`src/rtl/ecc_pkg.sv`:
```
// Shared widths and FSM encoding for the ECC scrubber; no logic, no latency.
// Imported by the scrubber top; carries no handshake of its own.
package ecc_pkg;
    localparam int DATA_W = 64;
    localparam int CODE_W = 72;

    typedef enum logic [2:0] {
        IDLE, WAIT, RD_REQ, RD_WAIT, DECODE, ENCODE, WR_REQ, NEXT
    } scrub_state_t;
endpackage

```
`src/rtl/scrub_lat_timer.sv`:
```
// Loadable down-counter, 1-cycle load, o_zero true while count is zero.
// No backpressure: load wins over decrement, count holds at zero.
module scrub_lat_timer #(
    parameter int W = 16
) (
    input  logic         i_clk,
    input  logic         i_rst,
    input  logic         i_load,
    input  logic [W-1:0] i_load_val,
    output logic         o_zero
);
    logic [W-1:0] r_cnt;

    always_ff @(posedge i_clk) begin
        if (i_rst) begin
            r_cnt <= '0;
        end else if (i_load) begin
            r_cnt <= i_load_val;
        end else if (r_cnt != '0) begin
            r_cnt <= r_cnt - 1'b1;
        end
    end

    assign o_zero = (r_cnt == '0);
endmodule

```
`src/rtl/ecc_scrub_ctrl.sv`:
```
// Background ECC scrubber: read, decode, rewrite corrected words, log double errors; all outputs registered.
// Memory requests are held with stable address/data until mem_gnt; read data accepted whenever rvalid arrives.
module ecc_scrub_ctrl
    import ecc_pkg::*;
#(
    parameter int ADDR_W     = 10,
    parameter int INTERVAL_W = 16,
    parameter int CNT_W      = 16,
    parameter int DEC_LAT    = 1,
    parameter int ENC_LAT    = 1
) (
    input  logic                  i_clk,
    input  logic                  i_rst,
    input  logic                  i_enable,
    input  logic [INTERVAL_W-1:0] i_interval,
    output logic                  o_mem_req,
    output logic                  o_mem_we,
    output logic [ADDR_W-1:0]     o_mem_addr,
    output logic [CODE_W-1:0]     o_mem_wdata,
    input  logic                  i_mem_gnt,
    input  logic                  i_mem_rvalid,
    input  logic [CODE_W-1:0]     i_mem_rdata,
    output logic [CODE_W-1:0]     o_dec_data_in,
    input  logic [CODE_W-1:0]     i_dec_data_out,
    input  logic                  i_dec_single,
    input  logic                  i_dec_double,
    output logic [DATA_W-1:0]     o_enc_data_in,
    input  logic [CODE_W-1:0]     i_enc_data_out,
    output logic [CNT_W-1:0]      o_sbe_count,
    output logic [CNT_W-1:0]      o_dbe_count,
    output logic [ADDR_W-1:0]     o_dbe_addr,
    output logic                  o_dbe_irq,
    output logic                  o_pass_done,
    output logic                  o_busy
);
    scrub_state_t          r_state;
    logic                  r_wait_armed;
    logic [ADDR_W-1:0]     r_addr;
    logic                  r_mem_req;
    logic                  r_mem_we;
    logic [CODE_W-1:0]     r_mem_wdata;
    logic [CODE_W-1:0]     r_dec_data_in;
    logic [DATA_W-1:0]     r_enc_data_in;
    logic [CNT_W-1:0]      r_sbe_count;
    logic [CNT_W-1:0]      r_dbe_count;
    logic [ADDR_W-1:0]     r_dbe_addr;
    logic                  r_dbe_irq;
    logic                  r_pass_done;
    logic                  r_busy;

    logic                  w_tmr_load;
    logic [INTERVAL_W-1:0] w_tmr_val;
    logic                  w_tmr_zero;
    logic                  w_last;
    logic                  w_unused_dec;

    assign w_last       = (r_addr == '1);
    assign w_unused_dec = ^i_dec_data_out[CODE_W-1:DATA_W];

    // One timer serves the idle interval and both pipeline latencies; each is loaded on state entry.
    always_comb begin
        w_tmr_load = 1'b0;
        w_tmr_val  = '0;
        case (r_state)
            WAIT: begin
                if (i_enable && !r_wait_armed && (i_interval != '0)) begin
                    w_tmr_load = 1'b1;
                    w_tmr_val  = i_interval - 1'b1;
                end
            end
            RD_WAIT: begin
                if (i_mem_rvalid) begin
                    w_tmr_load = 1'b1;
                    w_tmr_val  = INTERVAL_W'(DEC_LAT);
                end
            end
            DECODE: begin
                if (w_tmr_zero && !i_dec_double && i_dec_single) begin
                    w_tmr_load = 1'b1;
                    w_tmr_val  = INTERVAL_W'(ENC_LAT);
                end
            end
            default: ;
        endcase
    end

    scrub_lat_timer #(.W(INTERVAL_W)) u_timer (
        .i_clk      (i_clk),
        .i_rst      (i_rst),
        .i_load     (w_tmr_load),
        .i_load_val (w_tmr_val),
        .o_zero     (w_tmr_zero)
    );

    always_ff @(posedge i_clk) begin
        if (i_rst) begin
            r_state       <= IDLE;
            r_wait_armed  <= 1'b0;
            r_addr        <= '0;
            r_mem_req     <= 1'b0;
            r_mem_we      <= 1'b0;
            r_mem_wdata   <= '0;
            r_dec_data_in <= '0;
            r_enc_data_in <= '0;
            r_sbe_count   <= '0;
            r_dbe_count   <= '0;
            r_dbe_addr    <= '0;
            r_dbe_irq     <= 1'b0;
            r_pass_done   <= 1'b0;
            r_busy        <= 1'b0;
        end else begin
            r_dbe_irq   <= 1'b0;
            r_pass_done <= 1'b0;
            case (r_state)
                IDLE: begin
                    if (i_enable) begin
                        r_state <= WAIT;
                        r_busy  <= 1'b1;
                    end
                end
                WAIT: begin
                    if (!i_enable) begin
                        r_state      <= IDLE;
                        r_busy       <= 1'b0;
                        r_wait_armed <= 1'b0;
                    end else if (r_wait_armed ? w_tmr_zero : (i_interval == '0)) begin
                        r_state      <= RD_REQ;
                        r_wait_armed <= 1'b0;
                        r_mem_req    <= 1'b1;
                        r_mem_we     <= 1'b0;
                    end else begin
                        r_wait_armed <= 1'b1;
                    end
                end
                RD_REQ: begin
                    if (i_mem_gnt) begin
                        r_mem_req <= 1'b0;
                        r_state   <= RD_WAIT;
                    end
                end
                RD_WAIT: begin
                    if (i_mem_rvalid) begin
                        r_dec_data_in <= i_mem_rdata;
                        r_state       <= DECODE;
                    end
                end
                DECODE: begin
                    if (w_tmr_zero) begin
                        if (i_dec_double) begin
                            if (r_dbe_count != '1) r_dbe_count <= r_dbe_count + 1'b1;
                            r_dbe_addr  <= r_addr;
                            r_dbe_irq   <= 1'b1;
                            r_pass_done <= w_last;
                            r_state     <= NEXT;
                        end else if (i_dec_single) begin
                            r_enc_data_in <= i_dec_data_out[DATA_W-1:0];
                            r_state       <= ENCODE;
                        end else begin
                            r_pass_done <= w_last;
                            r_state     <= NEXT;
                        end
                    end
                end
                ENCODE: begin
                    if (w_tmr_zero) begin
                        r_mem_wdata <= i_enc_data_out;
                        r_mem_req   <= 1'b1;
                        r_mem_we    <= 1'b1;
                        r_state     <= WR_REQ;
                    end
                end
                WR_REQ: begin
                    if (i_mem_gnt) begin
                        r_mem_req   <= 1'b0;
                        r_mem_we    <= 1'b0;
                        if (r_sbe_count != '1) r_sbe_count <= r_sbe_count + 1'b1;
                        r_pass_done <= w_last;
                        r_state     <= NEXT;
                    end
                end
                NEXT: begin
                    r_addr <= r_addr + 1'b1;
                    if (i_enable) begin
                        r_state <= WAIT;
                    end else begin
                        r_state <= IDLE;
                        r_busy  <= 1'b0;
                    end
                end
                default: r_state <= IDLE;
            endcase
        end
    end

    assign o_mem_req     = r_mem_req;
    assign o_mem_we      = r_mem_we;
    assign o_mem_addr    = r_addr;
    assign o_mem_wdata   = r_mem_wdata;
    assign o_dec_data_in = r_dec_data_in;
    assign o_enc_data_in = r_enc_data_in;
    assign o_sbe_count   = r_sbe_count;
    assign o_dbe_count   = r_dbe_count;
    assign o_dbe_addr    = r_dbe_addr;
    assign o_dbe_irq     = r_dbe_irq;
    assign o_pass_done   = r_pass_done;
    assign o_busy        = r_busy;
endmodule

```
`config.mk`:
```
export PLATFORM = sky130hd
export DESIGN_NAME = ecc_scrub_ctrl
export DESIGN_NICKNAME = d
export VERILOG_FILES = /design/src/rtl/ecc_pkg.sv /design/src/rtl/scrub_lat_timer.sv /design/src/rtl/ecc_scrub_ctrl.sv
export SDC_FILE = /design/constraint.sdc
export NUM_CORES = 1
export LEC_CHECK = 0
export BUFFER_PORTS_ARGS = -buffer_cell sky130_fd_sc_hd__buf_2
export CAP_MARGIN = 40
export CORE_AREA = 4 4 195 197
export CTS_BUF_LIST = sky130_fd_sc_hd__clkbuf_4
export DETAILED_ROUTE_END_ITERATION = 8
export DIE_AREA = 0 0 199 201
export HOLD_SLACK_MARGIN = 0.05
export PLACE_DENSITY_LB_ADDON = 0.15
export SYNTH_ARGS = -nofsm -noshare
export SYNTH_HDL_FRONTEND = slang
export SYNTH_SLANG_ARGS = --single-unit
```
`constraint.sdc`:
```
create_clock -name i_clk -period 1.9 [get_ports i_clk]
set_input_delay 0 -clock i_clk [delete_from_list [all_inputs] [get_ports i_clk]]
set_output_delay 0 -clock i_clk [all_outputs]
set_load 0.02 [all_outputs]
```
**After elaboration in Yosys (flattened, before gate mapping)**

Cells that the tools add are included.

- Register bits: 285
- Bits of input ports: 239
- Output and inout bits: 265
- Logic and storage cells: 114

- Add/subtract/negate cells: 5
- Equality and inequality tests: 21
- Mux-type cells: 42
- Bitwise logic cells: 3
- Reductions and logical operators: 28

Operator list:

| kind | number |
|---|---|
| 16-bit two-way mux | 3 |
| 16-bit case mux with 3 select lines | 1 |
| 16-bit by 1-bit adder with 16-bit output (second input constant) | 2 |
| 16-bit logical NOT | 2 |
| 16-bit != test (second input constant) | 2 |
| 16-bit nonzero test | 2 |
| 16-bit by 1-bit subtractor with 16-bit output (second input constant) | 2 |
| 3-bit two-way mux | 8 |
| 3-bit case mux with 8 select lines | 1 |
| 1-bit two-way mux | 22 |
| 2-bit != test (second input constant) | 9 |
| 3-bit equality test (second input constant) | 4 |
| 10-bit by 1-bit adder with 10-bit output (second input constant) | 1 |
| 10-bit equality test (second input constant) | 1 |
| 5-bit AND reduction | 2 |
| 1-bit case mux with 3 select lines | 3 |
| 3-bit AND reduction | 3 |
| 4-bit AND reduction | 2 |
| 7-bit AND reduction | 1 |
| 3-bit by 2-bit equality test with 1-bit output (second input constant) | 2 |
| 3-bit nonzero test | 2 |
| 1-bit logical AND | 4 |
| 2-bit two-way mux | 2 |
| 1-bit case mux with 2 select lines | 2 |
| other kinds (10) | 16 |

**Logic depth before layout (Yosys ltp)**

- Word-level depth: 6
- Depth in mapped cells: 11
- Mapped depth without buffers: 8

**By module**

A second synthesis with hierarchy kept.

- Cell total of the unflattened synthesis: 1441
- Area total of the unflattened synthesis: 11372.2 um^2

Modules (own cells, without submodules):

| module | times used | cells an instance | area an instance (um^2) | sequential area each (um^2) |
|---|---|---|---|---|
| ecc_scrub_ctrl | 1 | 1325 | 10407.5 | 5385.2 |
| scrub_lat_timer | 1 | 116 | 964.7 | 320.3 |

**Least setup slack after synthesis**

No wires, ideal clock.

- Path kind: register -> register
- From: reg u_timer.r_cnt[0]
- To: reg r_mem_wdata[13], in the netlist o_mem_wdata[13]
- Setup time: 0.132 ns
- Arrival: 1.928 ns
- Required time: 1.768 ns
- Path slack: -0.160 ns
- Stages on the path, launching flop included: 12
- Path buffers: 3
- Clock period less this slack: 2.060 ns
- Path through: dfxtp_1 -> inv_1 -> ha_1 -> nor4b_1 -> and3_1 -> buf_2 -> and2_1 -> clkbuf_2 -> nand3_2 -> buf_2 -> nand2_1 -> a21oi_1

- Longest elaborated chain between the ends: 2

Ends and longest elaborated chain:

| element | line | source |
|---|---|---|
| start: declaration | scrub_lat_timer.sv:12 | `logic [W-1:0] r_cnt;` |
| start signal: assignment | scrub_lat_timer.sv:18 | `r_cnt <= i_load_val;` |
| start signal: assignment | scrub_lat_timer.sv:20 | `r_cnt <= r_cnt - 1'b1;` |
| 16-bit logical NOT | scrub_lat_timer.sv:24 | `assign o_zero = (r_cnt == '0);` |
| 2-bit AND reduction (no source line) | -- |  |
| end signal: assignment | ecc_scrub_ctrl.sv:166 | `r_mem_wdata <= i_enc_data_out;` |
| end: declaration | ecc_scrub_ctrl.sv:41 | `logic [CODE_W-1:0] r_mem_wdata;` |

No other way between the ends.
A chain may end at the register's enable or synchronous reset.

**Final worst setup path**

- From: reg u_timer.r_cnt[5]
- To: reg r_enc_data_in[46], in the netlist o_enc_data_in[46]

- Longest elaborated chain between the ends: 2

Ends and longest elaborated chain:

| element | line | source |
|---|---|---|
| 16-bit logical NOT | scrub_lat_timer.sv:24 |  |
| 4-bit AND reduction (no source line) | -- |  |
| end signal: assignment | ecc_scrub_ctrl.sv:156 | `r_enc_data_in <= i_dec_data_out[DATA_W-1:0];` |
| end: declaration | ecc_scrub_ctrl.sv:43 | `logic [DATA_W-1:0] r_enc_data_in;` |

No other way between the ends.

==> results.yml <==
grt:
  grt_overflow: 0
  track_usage_pct: 23.4
  grt_max_degree: 92
  grt_pass1_wl_mm: 76.1
  antenna_found_initial: 6
  grt_pass1_vias: 14200
die:
  dieHeight_um: 201
  dieWidth_um: 199
  start_util_pct: 30.6
  coreArea_um2: 36300
  boundaryPins: 504
  dieArea_um2: 40000
  rows: 70
logic_synthesis:
  yosysWarnings: 0
  synthArstFlopShare_pct: 0
  synth_area_per_cell_um2: 7.95
  ys.flop_type: "dfxtp_1"
  synth_edf_count: 0
  synth.cell_area_um2: 11100
  synth_top_area_share_pct: 51.4
  synth_top_cells_by_area: "dfxtp_1 (51%), nand2_1 (16%), a21oi_1 (11%)"
  synth_nets: 1646
  ys_seq_area_share_pct: 51.4
  postSynthCellCount: 1396
  ys_types: 50
  yosys_register_bits: 285
  yosysTopAreaCell: "dfxtp_1"
clocking:
  cts.sinks: 285
  cts_buffer_depth: 3
  clkTransAtPathRegs_ps: 60
  clock-root-buffer: "clkbuf_4"
  cts_tree: "yes"
  worst_skew_pair.late_latency_ps: 740
  htreeDepth: 3
  cts_made_buffers: 83
timing:
  hold_violations: 0
  worst_slew_pin_slew_ps: 511
  relSlewSlack_pct: 65.9
  finalClockSkew_ps: 42.1
  whs_ps: 138
  grt_setup_unrepaired: "yes"
  fin_crit_ps: 1950
  setup_ws_ps: -51.7
  setup_violations: 16
  slew_violations: 0
  period_share_pct: 103
  max_freq_ghz: 0.512
placement:
  hpwlAfterDp_mm: 31.1
  place.gp.congestion: 0.850
  port_buffers: 495
  dp.cells: 2363
finish:
  multi_input_area_um2: 5460
  regArea_um2: 5710
  finalNetCount: 2711
  drive_gt1_share_pct: 34.8
  finalNonFillerCells: 2996
  area_growth_syn_to_layout_pct: 92.9
  nFillCells: 2987
worst_setup_path:
  worstSetupStartpointType: "flip-flop"
  cp.required_ps: 2540
  crit_fanout: 7
  critPathArrivalTime_ps: 2590
  critPathKind: "reg -> reg"
  cp-end-kind: "flip-flop"
routing:
  drtIter0Drc: 670
  vias_per_cell: 4.75
  dr.pass1.iters: 5
  vias: 14200
  wl_mm: 52.0
  drc: 0
  wire_per_inst_um: 17.3
  antenna_left: 0
outcome:
  status: "complete, but fails checks"
  violations: "setup timing"
power:
  p_leak_nw: 9.43
  powerDensity_nw_per_um2: 810
  vdd_drop_max_v: 0.000553
worst_hold_path:
  min_path_type: "in -> reg"
job:
  cap_violations: 0
[power by group]
part           total, mW  switching [mW]  internal (mW)  leakage (nW)
Combinational       4.66            2.15           2.51          6.47
Sequential          6.50           0.221           6.28          2.30
Clock               6.19            2.72           3.47         0.666
Total               17.4            5.09           12.3          9.43
[state kept, by name, summed over array words and instances, names as in the netlist, 3 cells and up]
signal,cells
o_dec_data_in,72
o_mem_wdata,72
o_enc_data_in,64
o_dbe_count,16
o_sbe_count,16
u_timer.r_cnt,16
o_dbe_addr,10
o_mem_addr,10
r_state,3
[kinds of logic after synthesis]
family / share of synthesized area [%]
AO/OA/AOI/OAI: 13.4
XOR/XNOR: 4.58
adder cells (fa/ha/maj): 1.24
buffers and inverters: 3.73
flip-flops: 51.4
multiplexers: 0.180
AND/OR/NAND/NOR: 25.5
[metal layers]
metal	vias to the layer above	track usage (%)	wire (um)
met5	-	0	0
met4	0	13.6	2720
met3	158	6.11	4070
met2	606	39.8	25200
met1	6639	26.4	20000
li1	6818	-	-
[final timing paths]
kind	depth (start not counted)	start	endpoint	slack, ps
worst min-delay path	7	i_interval[7]	r_state[0]	140
worst max-delay path	9	u_timer.r_cnt[5]	o_enc_data_in[46]	-50
worst max register to register	9	u_timer.r_cnt[5]	o_enc_data_in[46]	-50
worst min register to register	2	o_enc_data_in[6]	o_enc_data_in[6]	450
[cells in the final DEF (no fill, tap or decap), types with 4 or more instances in the layout]
cell             n
o21ai_0         11
nand4_1         12
o22a_1           5
buf_4           76
inv_2            5
or3_1            9
and3_1          10
nand2_4          7
nand3_1         15
buf_6           10
nand2_2         22
xor2_1          32
dlygate4sd3_1  448
and4_1           4
buf_2          494
inv_1           12
clkbuf_4       129
nor3_1          13
diode_2          7
and2_1           5
dfxtp_1        282
and3_4           4
nand2_1        443
a21oi_1        199
clkbuf_16       12
ha_1             8
nor3_2           4
xnor2_1         25
nor2_1          68
a21oi_2         43
clkinv_1         9
nand3b_1         4
o22ai_1          4
buf_12          22
[final cells by class]
class | count | area share, %
clock inverters | 16 | 0.660
well taps | 468 | 2.73
clock buffers | 129 | 4.52
repair buffers | 1066 | 39.6
multi-input cells | 1010 | 25.5
inverters | 15 | 0.263
flip-flops and latches | 285 | 26.7
diodes | 7 | 0.0818
[cells in the mapped netlist, types with 4 or more instances]
cell	n
nand3b_1	4
buf_2	27
a21oi_1	242
dfxtp_1	285
nor3b_1	5
nand3_1	19
o22ai_1	4
o21ai_0	13
nor3_1	18
nand2_1	472
inv_1	15
xor2_1	32
clkbuf_1	58
and4_1	5
and2_1	6
ha_1	11
nand4_1	12
or3_1	9
nor2_1	68
xnor2_1	26
nor2b_1	4
o22a_1	5
and3_1	16
[metrics by stage]
step / total power [mW] / TNS (ps) / area [um^2] / setup slack, ps / util [%]
after global placement: 9.90 / -1890 / 14800 / -56.0 / 40.7
final: 17.4 / -330 / 21400 / -51.7 / 59.1
after CTS: 17.1 / -712 / 20600 / -33.6 / 56.8
after detailed placement: 9.93 / -3630 / 14800 / -106 / 40.7
after global routing: 18.3 / -4770 / 21400 / -109 / 59.1
after floorplan: 8.50 / -2350 / 11100 / -23.9 / -
[worst max-delay path, stage by stage, from the launching register on]
cell       delay [ps]
dfxtp_2           330
nor4_4            380
and3_4            250
buf_6             120
and3_4            210
buf_12            130
buf_12            110
clkbuf_16         140
nand2_1            60
a21oi_1           110
[repair_timing]
action                                  4_1_cts  5_1_grt
gates cloned                                  1       15
resized for setup                            16      125
pin swaps                                    11       40
setup buffers                                12        6
endpoints found under the setup margin      113      183
endpoints found under the hold margin       285        0
hold buffers                                450        0
(Power assumes the default switching activity.)
